File: config.mk
export PLATFORM = sky130hd
export DESIGN_NAME = multicycle_cu
export DESIGN_NICKNAME = d
export VERILOG_FILES = /design/src/rtl/multicycle_cu.sv
export SDC_FILE = /design/constraint.sdc
export NUM_CORES = 1
export LEC_CHECK = 0
export CELL_PAD_IN_SITES_DETAIL_PLACEMENT = 0
export CELL_PAD_IN_SITES_GLOBAL_PLACEMENT = 1
export CORE_MARGIN = 4
export CORE_UTILIZATION = 30
export CTS_CLUSTER_SIZE = 16
export DETAILED_ROUTE_END_ITERATION = 10
export PLACE_DENSITY_LB_ADDON = 0.25
export SYNTH_ARGS = -nofsm -noshare
export SYNTH_HDL_FRONTEND = slang
export SYNTH_SLANG_ARGS = --single-unit
File: constraint.sdc
create_clock -name clk -period 4.5 [get_ports clk]
set_input_delay 0.9 -clock clk [delete_from_list [all_inputs] [get_ports clk]]
set_output_delay 0.9 -clock clk [all_outputs]
set_load 0.02 [all_outputs]
File: src/rtl/multicycle_cu.sv
// Multi-cycle RV32I control unit: sequences each instruction through a shared
// ALU and unified memory, with optional memory ready handshake and a sticky trap.
module multicycle_cu #(
  parameter logic MEM_HANDSHAKE = 1'b1,
  parameter logic FULL_BRANCH   = 1'b1
) (
  input  logic       clk,
  input  logic       rst,
  input  logic [6:0] op,
  input  logic [2:0] funct3,
  input  logic       funct7_5,
  input  logic       zero,
  input  logic       lt,
  input  logic       ltu,
  input  logic       mem_ready,
  output logic       PCWrite,
  output logic       AdrSrc,
  output logic       MemWrite,
  output logic       IRWrite,
  output logic       RegWrite,
  output logic [1:0] ResultSrc,
  output logic [1:0] ALUSrcA,
  output logic [1:0] ALUSrcB,
  output logic [2:0] ImmSrc,
  output logic [2:0] ALUControl,
  output logic       Illegal,
  output logic [3:0] state_o
);

  localparam logic [3:0] S_FETCH    = 4'd0;
  localparam logic [3:0] S_DECODE   = 4'd1;
  localparam logic [3:0] S_MEMADR   = 4'd2;
  localparam logic [3:0] S_MEMREAD  = 4'd3;
  localparam logic [3:0] S_MEMWB    = 4'd4;
  localparam logic [3:0] S_MEMWRITE = 4'd5;
  localparam logic [3:0] S_EXECR    = 4'd6;
  localparam logic [3:0] S_EXECI    = 4'd7;
  localparam logic [3:0] S_ALUWB    = 4'd8;
  localparam logic [3:0] S_JAL      = 4'd9;
  localparam logic [3:0] S_BRANCH   = 4'd10;
  localparam logic [3:0] S_LUI      = 4'd11;
  localparam logic [3:0] S_JALR     = 4'd12;
  localparam logic [3:0] S_TRAP     = 4'd15;

  localparam logic [6:0] OP_LOAD  = 7'b0000011;
  localparam logic [6:0] OP_STORE = 7'b0100011;
  localparam logic [6:0] OP_R     = 7'b0110011;
  localparam logic [6:0] OP_I     = 7'b0010011;
  localparam logic [6:0] OP_BR    = 7'b1100011;
  localparam logic [6:0] OP_JAL   = 7'b1101111;
  localparam logic [6:0] OP_JALR  = 7'b1100111;
  localparam logic [6:0] OP_LUI   = 7'b0110111;

  localparam logic [2:0] ALU_ADD = 3'b000;
  localparam logic [2:0] ALU_SUB = 3'b001;
  localparam logic [2:0] ALU_AND = 3'b010;
  localparam logic [2:0] ALU_OR  = 3'b011;
  localparam logic [2:0] ALU_XOR = 3'b100;
  localparam logic [2:0] ALU_SLT = 3'b101;
  localparam logic [2:0] ALU_SLL = 3'b110;
  localparam logic [2:0] ALU_SRL = 3'b111;

  logic [3:0] state_q, state_d;
  logic       illegal_q, illegal_d;
  logic [3:0] dec_state;
  logic       ready;
  logic       alu_fmt_ok;
  logic       branch_ok;
  logic       taken;

  function automatic logic [2:0] funct_alu(input logic [2:0] f3, input logic sub_sel);
    case (f3)
      3'b000:  funct_alu = sub_sel ? ALU_SUB : ALU_ADD;
      3'b001:  funct_alu = ALU_SLL;
      3'b010:  funct_alu = ALU_SLT;
      3'b100:  funct_alu = ALU_XOR;
      3'b101:  funct_alu = ALU_SRL;
      3'b110:  funct_alu = ALU_OR;
      3'b111:  funct_alu = ALU_AND;
      default: funct_alu = ALU_ADD;
    endcase
  endfunction

  assign ready      = MEM_HANDSHAKE ? mem_ready : 1'b1;
  // slti-u hole (011) and arithmetic shifts are not supported by this ALU
  assign alu_fmt_ok = (funct3 != 3'b011) && !(funct7_5 && (funct3 == 3'b101));
  assign branch_ok  = FULL_BRANCH ? (funct3[2:1] != 2'b01) : (funct3 == 3'b000);

  always_comb begin
    dec_state = S_TRAP;
    case (op)
      OP_LOAD, OP_STORE: if (funct3 == 3'b010) dec_state = S_MEMADR;
      OP_R:              if (alu_fmt_ok) dec_state = S_EXECR;
      OP_I:              if (alu_fmt_ok) dec_state = S_EXECI;
      OP_BR:             if (branch_ok) dec_state = S_BRANCH;
      OP_JAL:            dec_state = S_JAL;
      OP_JALR:           dec_state = S_JALR;
      OP_LUI:            dec_state = S_LUI;
      default:           dec_state = S_TRAP;
    endcase
  end

  always_comb begin
    case (funct3)
      3'b000:  taken = zero;
      3'b001:  taken = !zero;
      3'b100:  taken = lt;
      3'b101:  taken = !lt;
      3'b110:  taken = ltu;
      3'b111:  taken = !ltu;
      default: taken = 1'b0;
    endcase
  end

  always_comb begin
    state_d = state_q;
    case (state_q)
      S_FETCH:    if (ready) state_d = S_DECODE;
      S_DECODE:   state_d = dec_state;
      S_MEMADR:   state_d = (op == OP_LOAD) ? S_MEMREAD : S_MEMWRITE;
      S_MEMREAD:  if (ready) state_d = S_MEMWB;
      S_MEMWB:    state_d = S_FETCH;
      S_MEMWRITE: if (ready) state_d = S_FETCH;
      S_EXECR:    state_d = S_ALUWB;
      S_EXECI:    state_d = S_ALUWB;
      S_ALUWB:    state_d = S_FETCH;
      S_JAL:      state_d = S_ALUWB;
      S_BRANCH:   state_d = S_FETCH;
      S_LUI:      state_d = S_ALUWB;
      S_JALR:     state_d = S_JAL;
      S_TRAP:     state_d = S_TRAP;
      default:    state_d = S_TRAP;
    endcase
    illegal_d = illegal_q | (state_d == S_TRAP);
  end

  always_ff @(posedge clk or posedge rst) begin
    if (rst) begin
      state_q   <= S_FETCH;
      illegal_q <= 1'b0;
    end else begin
      state_q   <= state_d;
      illegal_q <= illegal_d;
    end
  end

  always_comb begin
    PCWrite    = 1'b0;
    AdrSrc     = 1'b0;
    MemWrite   = 1'b0;
    IRWrite    = 1'b0;
    RegWrite   = 1'b0;
    ResultSrc  = 2'b00;
    ALUSrcA    = 2'b00;
    ALUSrcB    = 2'b00;
    ALUControl = ALU_ADD;
    case (op)
      OP_STORE: ImmSrc = 3'b001;
      OP_BR:    ImmSrc = 3'b010;
      OP_JAL:   ImmSrc = 3'b011;
      OP_LUI:   ImmSrc = 3'b100;
      default:  ImmSrc = 3'b000;
    endcase
    case (state_q)
      S_FETCH: begin
        ALUSrcB   = 2'b10;
        ResultSrc = 2'b10;
        IRWrite   = ready;
        PCWrite   = ready;
      end
      S_DECODE: begin
        ALUSrcA = 2'b01;
        ALUSrcB = 2'b01;
      end
      S_MEMADR: begin
        ALUSrcA = 2'b10;
        ALUSrcB = 2'b01;
      end
      S_MEMREAD:  AdrSrc = 1'b1;
      S_MEMWB: begin
        ResultSrc = 2'b01;
        RegWrite  = 1'b1;
      end
      S_MEMWRITE: begin
        AdrSrc   = 1'b1;
        MemWrite = 1'b1;
      end
      S_EXECR: begin
        ALUSrcA    = 2'b10;
        ALUControl = funct_alu(funct3, funct7_5);
      end
      S_EXECI: begin
        ALUSrcA    = 2'b10;
        ALUSrcB    = 2'b01;
        ALUControl = funct_alu(funct3, 1'b0);
      end
      S_ALUWB:    RegWrite = 1'b1;
      // JAL links OldPC+4 into ALUOut while the target already in ALUOut loads the PC
      S_JAL: begin
        PCWrite = 1'b1;
        ALUSrcA = 2'b01;
        ALUSrcB = 2'b10;
      end
      S_BRANCH: begin
        ALUSrcA    = 2'b10;
        ALUControl = ALU_SUB;
        PCWrite    = taken;
      end
      S_LUI: begin
        ALUSrcA = 2'b11;
        ALUSrcB = 2'b01;
      end
      S_JALR: begin
        ALUSrcA = 2'b10;
        ALUSrcB = 2'b01;
      end
      default: ;
    endcase
  end

  assign Illegal = illegal_q;
  assign state_o = state_q;

endmodule

Yosys cells after proc, flatten, opt, wreduce, memory -nomap -nowiden:

Cells that the tools add are included.

* ROM bits: 0
* RAM bits: 0
* flip-flop bits (word level): 5
* latch bits: 0
* memories: 0

* bitwise operators: 1
* add/subtract/negate cells: 0
* divide/modulo/power cells: 0
* equal/unequal tests: 29
* order comparisons: 0
* mux-type cells: 24
* shifts and indexed selects: 0
* multipliers: 0
* reductions and logical operators: 17

Operators with widths (count)
* $pmux 4 s8: 1
* $pmux 4 s7: 1
* $eq 4x4->1 const B: 6
* $mux 4: 6
* $eq 7x6->1 const B: 3
* $eq 7x7->1 const B: 3
* $pmux 3 s7: 1
* $pmux 3 s6: 1
* $eq 4x3->1 const B: 4
* $eq 3x3->1 const B: 4
* $pmux 3 s4: 1
* $reduce_or 2->1: 5
* $reduce_or 5->1: 2
* $pmux 3 s3: 1
* $eq 4x2->1 const B: 2
* $pmux 2 s2: 2
* $eq 7x2->1 const B: 1
* $eq 7x5->1 const B: 1
* $mux 3: 2
* $pmux 1 s6: 1
* $pmux 2 s3: 1
* $mux 1: 5
* $eq 4x1->1 const B: 1
* $logic_not 1->1: 4
* other kinds (11): 12

Depth between registers and ports, before layout:

Gate-level depths: netlist (run 1).

* depth after elaboration: 9
* mapped depth: 7

Worst setup path after synthesis (run 1):

Ideal clock, no wire load.

* path type: input -> output
* start: in op[3]
* end: out ImmSrc[2]
* stages on the path: 3
* path slack: 1704 ps
* buffers on the path: 1
* arrival: 1896 ps
* data required time: 3600 ps
* cells stage by stage: buf_4 -> nor2_1 -> nor4b_1

* cells in the longest elaborated chain, start to end: 2

Ends and longest elaborated chain
* from (decl): RTL line 9 `input logic [6:0] op,`
* $eq 7x6->1 or $eq 7x7->1 (tied branches): RTL line 157 `case (op)`
* $pmux 3 s4 *: RTL line 157
* to (decl): RTL line 24 `output logic [2:0] ImmSrc,`

Every way passes the cells marked *; elsewhere a longest branch is shown, timed or not.

Worst setup path after layout (run 1):

* start: in funct3[2]
* end: out PCWrite

* cells in the longest elaborated chain, start to end: 3

Ends and longest elaborated chain
* from (decl): RTL line 10 `input logic [2:0] funct3,`
* $eq 3x3->1, or another cell as far along: RTL line 104 `case (funct3)`
* $pmux 1 s6 *: RTL line 104
* $pmux 1 s3 *: RTL line 164 `case (state_q)`
* to (decl): RTL line 16 `output logic PCWrite,`

Marked as above.

==> impl_metrics.sql, run 1 <==
INSERT INTO impl_metrics (metric_group, metric, value, unit) VALUES
('pwr', 'worst_ir_drop_vdd', '0.172', 'mV'),
('detailed_routing', 'drt_first_iter_violations', '39', ''),
('worst_setup_path', 'critical_path_class', 'input port to output pin', ''),
('sta', 'max_slew.worst_pin.slew', '0.548', 'ns'),
('detailed_routing', 'drt-wirelength-per-cell', '13.0', 'um'),
('placement', 'gpl.final_weighted_congestion', '0.825', ''),
('clocking', 'clock_tree.root_cell', 'clkbuf_4', ''),
('synth', 'postSynthAreaPerCell', '6.61', 'um^2'),
('sta', 'final_max_slew_viol_count', '0', ''),
('synth', 'yosysSeqAreaShare', '13.9', '%'),
('clocking', 'cts.sink_count', '5', ''),
('detailed_routing', 'dr_wl_met3', '121', 'um'),
('pwr', 'power_density_over_cell_area', '509', 'mW/mm^2'),
('clocking', 'cts_max_path_buffers', '2', ''),
('global_route', 'grt_antenna_before_repair', '0', ''),
('synth', 'synth.ff_latch_count', '5', ''),
('cells_and_area', 'final_layout_size_suffix_gt1_share', '7.23', '%'),
('placement', 'place.port_buffers', '38', ''),
('detailed_routing', 'via_per_inst', '5.35', ''),
('synth', 'netlist.top_cell.by_area', 'dfrtp_1', ''),
('global_route', 'grt_pass1_wl', '4500', 'um'),
('synth', 'synth_edf_count', '0', ''),
('cells_and_area', 'n_fill_cell', '325', ''),
('floorplan', 'placement_rows', '19', ''),
('synth', 'ys.flop_type', 'dfrtp_1', ''),
('cells_and_area', 'insertedDiodeCount', '0', ''),
('sta', 'report.final.hold_viol_count', '0', ''),
('worst_setup_path', 'timing.critical_path.arrival', '2.87', 'ns'),
('sta', 'setup_violations', '0', ''),
('sta', 'fin_skew', '0.00632', 'ns'),
('min_path', 'hold_depth', '2', ''),
('worst_setup_path', 'crit_path_start_kind', 'input port', ''),
('sta', 'hold_worst_slack', '0.572', 'ns'),
('synth', 'post_syn_nets', '153', ''),
('cells_and_area', 'fin_nets', '184', ''),
('worst_setup_path', 'worstRegToRegCells', '5', ''),
('detailed_routing', 'drtAntennaViolNets', '0', ''),
('worst_setup_path', 'critPathRequiredTime', '3.60', 'ns'),
('sta', 'post-route-min-period', '3.77', 'ns'),
('floorplan', 'die_width', '62.7', 'um'),
('worst_setup_path', 'cp-end-kind', 'output pin', ''),
('detailed_routing', 'drtPass1Iterations', '4', ''),
('synth', 'synth.area.top_cells', 'dfrtp_1 14%, nand2_1 7.5%, nor2_1 7.5%', ''),
('sta', 'grt_setup_unrepaired', 'no', ''),
('global_route', 'grt_start_max_net_pins', '22', ''),
('clocking', 'clk_latency', '0.24', 'ns'),
('synth', 'synth_commonest_cells', '18 x nand2_1, 18 x nor2_1, 9 x a21oi_1', ''),
('synth', 'synthesis.yosys.warnings', '0', ''),
('placement', 'dp_hpwl', '2060', 'um'),
('global_route', 'grt.total_usage', '13.4', '%'),
('global_route', 'number_of_global_route_vias_before_repair', '967', ''),
('clocking', 'cts_tree', 'done', ''),
('global_route', 'grt_overflow_total', '0', ''),
('clocking', 'cts_max_level', '1', ''),
('synth', 'synth_largest_type_area_fraction', '13.9', '%'),
('sta', 'postLayoutSetupSlackWorst', '0.729', 'ns'),
('detailed_routing', 'wl_met2', '1230', 'um'),
('cells_and_area', 'layout.core_utilization', '45.7', '%'),
('sta', 'finalSetupTns', '0', 'ns'),
('outcome', 'run_status', 'finished, final reports clean', ''),
('floorplan', 'die-area', '0.00393', 'mm^2'),
('clocking', 'post_cts_hold_buffer_count', '0', ''),
('floorplan', 'core_region_area', '0.00281', 'mm^2'),
('detailed_routing', 'top_layer_used_by_detailed_routing', 'met4', ''),
('synth', 'synth-async-reset-ratio', '100', '%'),
('detailed_routing', 'wirelength_met1', '1200', 'um'),
('sta', 'highest_attainable_clock_frequency', '265', 'MHz'),
('sta', 'slew-limit-headroom', '62.5', '%'),
('detailed_routing', 'via_count', '1053', ''),
('detailed_routing', 'post-route-drc-count', '0', ''),
('floorplan', 'ios', '39', '');
## worst paths after layout
check	from	endpoint	slack [ns]
worst min-delay path	Illegal	Illegal	0.57
min in group asynchronous	rst	Illegal	0.86
worst max-delay path	funct3[2]	PCWrite	0.73
worst min register to register	Illegal	Illegal	0.57
worst max register to register	state_o[2]	Illegal	2.81
max in group asynchronous	rst	state_o[0]	3.46
## cell families (layout without fill, tap and decap cells)
logic type / Yosys count / in the layout / synth area share (%)
buffers and inverters: 19 / 49 / 9.75
flip-flops: 5 / 5 / 13.9
multiplexers: 1 / 1 / 1.11
AO/OA/AOI/OAI: 37 / 37 / 30.6
AND/OR/NAND/NOR: 69 / 69 / 39.7
XOR/XNOR: 5 / 5 / 4.88
## critical path, cell delays in order
cell	delay, ns
clkdlybuf4s50_1	0.62
mux2i_1	0.25
xor2_1	0.16
o22ai_1	0.09
a211oi_1	0.24
nor2_1	0.07
clkdlybuf4s50_1	0.54
## flip-flops by register name (all words and copies together) (netlist names)
| name | flops |
|---|---|
| Illegal | 1 |
| state_o | 4 |
## placed cells by master, fill, tap and decap left out, types with 2 or more instances in the layout
cell             Yosys  routed
a211oi_1             2       2
a21oi_1              9       9
a2bb2oi_1            2       2
a31oi_1              3       3
and3_1               2       2
clkbuf_4             0       3
clkdlybuf4s50_1      0      38
dfrtp_1              5       5
inv_1                6       6
nand2_1             18      18
nand2b_1             8       8
nand3_1              4       4
nor2_1              18      18
nor2b_1              3       3
nor3_1               4       4
nor4b_1              2       2
o211ai_1             2       2
o21ai_0              3       3
o22ai_1              2       2
o31ai_1              2       2
or2_2                2       2
xnor2_1              2       2
xor2_1               3       3
## per-stage QoR
| step | cells | total power, mW | cell area (um^2) |
|---|---|---|---|
| after floorplan | 136 | 0.415 | 898 |
| after CTS | 197 | 0.660 | 1280 |
| after global placement | 193 | 0.605 | 1260 |
| after global routing | 197 | 0.713 | 1280 |
| after detailed placement | 193 | 0.606 | 1260 |
| final | 197 | 0.653 | 1280 |
## area by class of cell
cell class	count	area, um^2	share of cell area, %
well taps	31	38.8	3.02
inverters	7	26.3	2.05
multi-input cells	112	686	53.5
clock buffers	4	26.3	2.05
flip-flops and latches	5	125	9.76
repair buffers	38	380	29.7
## layer usage
layer	up-vias	global-route usage, %
met5	-	0
met4	0	4.13
met3	2	2.16
met2	33	22.0
met1	470	17.8
li1	548	-
## where the power goes
| part | internal, mW | switching (mW) | total (mW) |
|---|---|---|---|
| clock | 0.0336 | 0.0191 | 0.0526 |
| combinational | 0.228 | 0.247 | 0.475 |
| sequential | 0.0603 | 0.0647 | 0.125 |
No activity file was read; power rests on OpenSTA's default activity.
==> run 2: changes to the inputs <==
--- a/config.mk
+++ b/config.mk
@@ -8,7 +8,7 @@
 export CELL_PAD_IN_SITES_DETAIL_PLACEMENT = 0
 export CELL_PAD_IN_SITES_GLOBAL_PLACEMENT = 1
 export CORE_MARGIN = 4
-export CORE_UTILIZATION = 30
+export CORE_UTILIZATION = 25
 export CTS_CLUSTER_SIZE = 16
 export DETAILED_ROUTE_END_ITERATION = 10
 export PLACE_DENSITY_LB_ADDON = 0.25
==> constraint.sdc (replaced) <==
create_clock -name clk -period 3.1 [get_ports clk]
set_input_delay 0.62 -clock clk [delete_from_list [all_inputs] [get_ports clk]]
set_output_delay 0.62 -clock clk [all_outputs]
set_load 0.02 [all_outputs]
==> run 2 against run 1 <==
Effect of this change: sequential share of layout area decreased by 0.61 points; global-route usage shrank 2.0 points; wire length increased by 5.9%; combinational power is 47% higher; via count is 1.7% higher; final area is 6.6% higher; first-iteration DRC count grew 23%; critical endpoint is now ALUControl[0]; largest power group unchanged.
==> impl_metrics.sql, run 2 (synthesis gave the netlist of run 1 again) <==
INSERT INTO impl_metrics (metric_group, metric, value, unit) VALUES
('floorplan', 'die-height', '67.9', 'um'),
('pwr', 'worst_ir_drop_vdd', '0.176', 'mV'),
('worst_setup_path', 'crit-reg2reg-launch', 'state_o[2]', ''),
('cells_and_area', 'final_layout_size_suffix_gt1_share', '12.0', '%'),
('pwr', 'p_int', '0.469', 'mW'),
('floorplan', 'die-area', '0.00462', 'mm^2'),
('pwr', 'share_comb_of_total_power', '72.6', '%'),
('global_route', 'grt_start_max_net_pins', '22', ''),
('worst_setup_path', 'cp_num_buf_inv', '3', ''),
('cells_and_area', 'design_area', '0.00137', 'mm^2'),
('floorplan', 'ios', '39', ''),
('placement', 'dp_worst_setup_slack', '-0.00119', 'ns'),
('sta', 'layout_worst_path_cycle_share', '96.6', '%'),
('worst_setup_path', 'timing.critical_path.slowest_stage_cell', 'clkdlybuf4s50_1', ''),
('cells_and_area', 'n_fill_cell', '354', ''),
('placement', 'gpl.final_weighted_congestion', '0.842', ''),
('sta', 'fin_skew', '0.00144', 'ns'),
('clocking', 'clkTransAtPathRegs', '0.05', 'ns'),
('min_path', 'hold_end', 'Illegal', ''),
('cells_and_area', 'largest_reg_flops', '4', ''),
('cells_and_area', 'layout_commonest_cell', 'clkdlybuf4s50_1', ''),
('floorplan', 'placement_rows', '21', ''),
('worst_setup_path', 'r2r_end', 'Illegal', ''),
('clocking', 'cts_max_level', '1', ''),
('clocking', 'tritoncts.num_buffers', '3', ''),
('worst_setup_path', 'crit_path_start_kind', 'input port', ''),
('clocking', 'cts.sink_count', '5', ''),
('detailed_routing', 'routed_wl', '2720', 'um'),
('floorplan', 'start_util', '26.3', '%'),
('floorplan', 'die_width', '67.9', 'um'),
('sta', 'highest_attainable_clock_frequency', '334', 'MHz'),
('placement', 'dp_hpwl', '2140', 'um'),
('global_route', 'number_of_global_route_vias_before_repair', '975', ''),
('detailed_routing', 'via_count', '1071', ''),
('placement', 'place.port_buffers', '38', ''),
('min_path', 'hold_path_startpoint', 'Illegal', ''),
('sta', 'report.final.hold_viol_count', '0', ''),
('sta', 'post-route-min-period', '3.00', 'ns'),
('min_path', 'worst_hold_path_type', 'flop to flop', ''),
('sta', 'setup_violations', '0', ''),
('sta', 'finalSetupTns', '0', 'ns'),
('clocking', 'clk_latency', '0.24', 'ns'),
('global_route', 'grt.total_usage', '11.4', '%'),
('worst_setup_path', 'cp_slowest_stage_delay', '0.62', 'ns'),
('detailed_routing', 'drtAntennaViolNets', '0', ''),
('worst_setup_path', 'timing.critical_path.arrival', '2.38', 'ns'),
('sta', 'max_slew.worst_pin.slew', '0.574', 'ns'),
('worst_setup_path', 'rrSetupSlack', '1.36', 'ns'),
('placement', 'place_inst', '217', ''),
('pwr', 'power_density_over_cell_area', '703', 'mW/mm^2'),
('detailed_routing', 'drt-wirelength-per-cell', '12.3', 'um'),
('detailed_routing', 'drtPass1Iterations', '4', ''),
('global_route', 'grt_pass1_wl', '4270', 'um'),
('pwr', 'share_clk_of_total_power', '8.2', '%'),
('worst_setup_path', 'cp_max_fo', '7', ''),
('clocking', 'clock_tree.root_cell', 'clkbuf_4', ''),
('sta', 'grt_setup_unrepaired', 'no', ''),
('floorplan', 'core_region_area', '0.00342', 'mm^2'),
('worst_setup_path', 'worstSetupPathDepth', '8', ''),
('clocking', 'cts_max_path_buffers', '2', ''),
('detailed_routing', 'post-route-drc-count', '0', ''),
('placement', 'placed_instance_area', '0.00134', 'mm^2'),
('cells_and_area', 'stdcell_count', '221', ''),
('worst_setup_path', 'critPathRequiredTime', '2.48', 'ns'),
('worst_setup_path', 'critical_path_class', 'input port to output pin', ''),
('worst_setup_path', 'timing.critical_path.cells', 'clkdlybuf4s50_1 > buf_4 > nor2_1 > a21oi_1 > o22ai_1 > a2bb2oi_1 > nor2_1 > clkdlybuf4s50_1', ''),
('worst_setup_path', 'cp-end-kind', 'output pin', ''),
('detailed_routing', 'drt_first_iter_violations', '48', ''),
('cells_and_area', 'fin_nets', '193', ''),
('worst_setup_path', 'cpLargestDelayFamily', 'buffers and inverters', ''),
('sta', 'slew-limit-headroom', '61.8', '%'),
('clocking', 'post_cts_hold_buffer_count', '0', ''),
('outcome', 'run_status', 'finished, final reports clean', ''),
('worst_setup_path', 'worstRegToRegCells', '5', ''),
('pwr', 'power.leakage', '0.534', 'nW'),
('clocking', 'postCtsSetupRepairBufs', '0', ''),
('cells_and_area', 'most_frequent_cells_in_the_layout', '37 x clkdlybuf4s50_1, 18 x nand2_1, 18 x nor2_1', ''),
('pwr', 'switching_fraction', '51.2', '%'),
('pwr', 'sequential_fraction_of_design_power', '19.2', '%'),
('detailed_routing', 'via_per_inst', '4.85', ''),
('sta', 'final_max_slew_viol_count', '0', ''),
('cells_and_area', 'insertedDiodeCount', '0', ''),
('cells_and_area', 'synthToLayoutAreaGrowth', '52.2', '%'),
('run', 'drv_cap', '0', ''),
('clocking', 'cts_tree', 'done', ''),
('sta', 'postLayoutSetupSlackWorst', '0.104', 'ns'),
('global_route', 'grt_antenna_before_repair', '0', ''),
('min_path', 'hold_depth', '2', ''),
('pwr', 'switchingPower', '0.492', 'mW'),
('global_route', 'grt_overflow_total', '0', '');
==> run 2: cell types whose count changed in the layout (fill, tap and decap cells not counted) <==
| cell | change |
|---|---|
| buf_4 | +9 |
| clkdlybuf4s50_1 | -1 |
| dlygate4sd2_1 | +1 |
==> run 2: worst reg2reg max path, stage by stage, from the launching register on <==
cell and delay (ns):
dfrtp_1 0.58, nor2_1 0.45, nand2_1 0.10, o211ai_1 0.25
a21oi_1 0.12, a41oi_2 0.15
==> run 2: worst max path at each step <==
stage | startpoint | endpoint | slack (ns)
after floorplan | op[3] | ImmSrc[2] | 0.86
after global placement | funct3[2] | PCWrite | 0.02
after detailed placement | funct3[2] | PCWrite | -0.001
after CTS | funct3[2] | ALUControl[0] | 0.1
after global routing | funct3[2] | ALUControl[0] | 0.005
final | funct3[2] | ALUControl[0] | 0.10
==> run 2: power groups by stage <==
stage / logic, mW / clock network, mW / registers (mW)
after detailed placement: 0.709 / 0 / 0.187
after floorplan: 0.466 / 0 / 0.136
after global placement: 0.707 / 0 / 0.185
after CTS: 0.706 / 0.0796 / 0.187
final: 0.698 / 0.0784 / 0.185
after global routing: 0.752 / 0.0838 / 0.196
==> run 2: metal layers <==
layer	part of all wire [%]	wire [um]	GRT usage (%)
met5	0	0	0
met4	0	0	1.49
met3	3.7	100	0.985
met2	46	1250	19.7
met1	50	1360	15.6
==> run 2: cell type report <==
cell class | count | area [um^2] | share of cell area, %
multi-input cells | 112 | 686 | 50.1
repair buffers | 47 | 447 | 32.7
flip-flops and latches | 5 | 125 | 9.15
well taps | 46 | 57.6 | 4.21
clock buffers | 4 | 26.3 | 1.92
inverters | 7 | 26.3 | 1.92
==> run 2: repair_timing <==
| item | 4_1_cts | 5_1_grt |
|---|---|---|
| endpoints found under the hold margin | 0 | 0 |
| setup endpoints to repair | 1 | 0 |
| resized for setup | 1 | 0 |
==> run 2: stage by stage <==
step | power (mW) | hold WS (ns) | util (%)
2_1_floorplan | 0.602 | 0.399 | -
3_3_place_gp | 0.892 | 0.550 | 39.3
3_5_place_dp | 0.896 | 0.563 | 39.3
4_1_cts | 0.972 | 0.569 | 40.0
5_1_grt | 1.03 | 0.603 | 40.0
6_report | 0.961 | 0.560 | 40.0
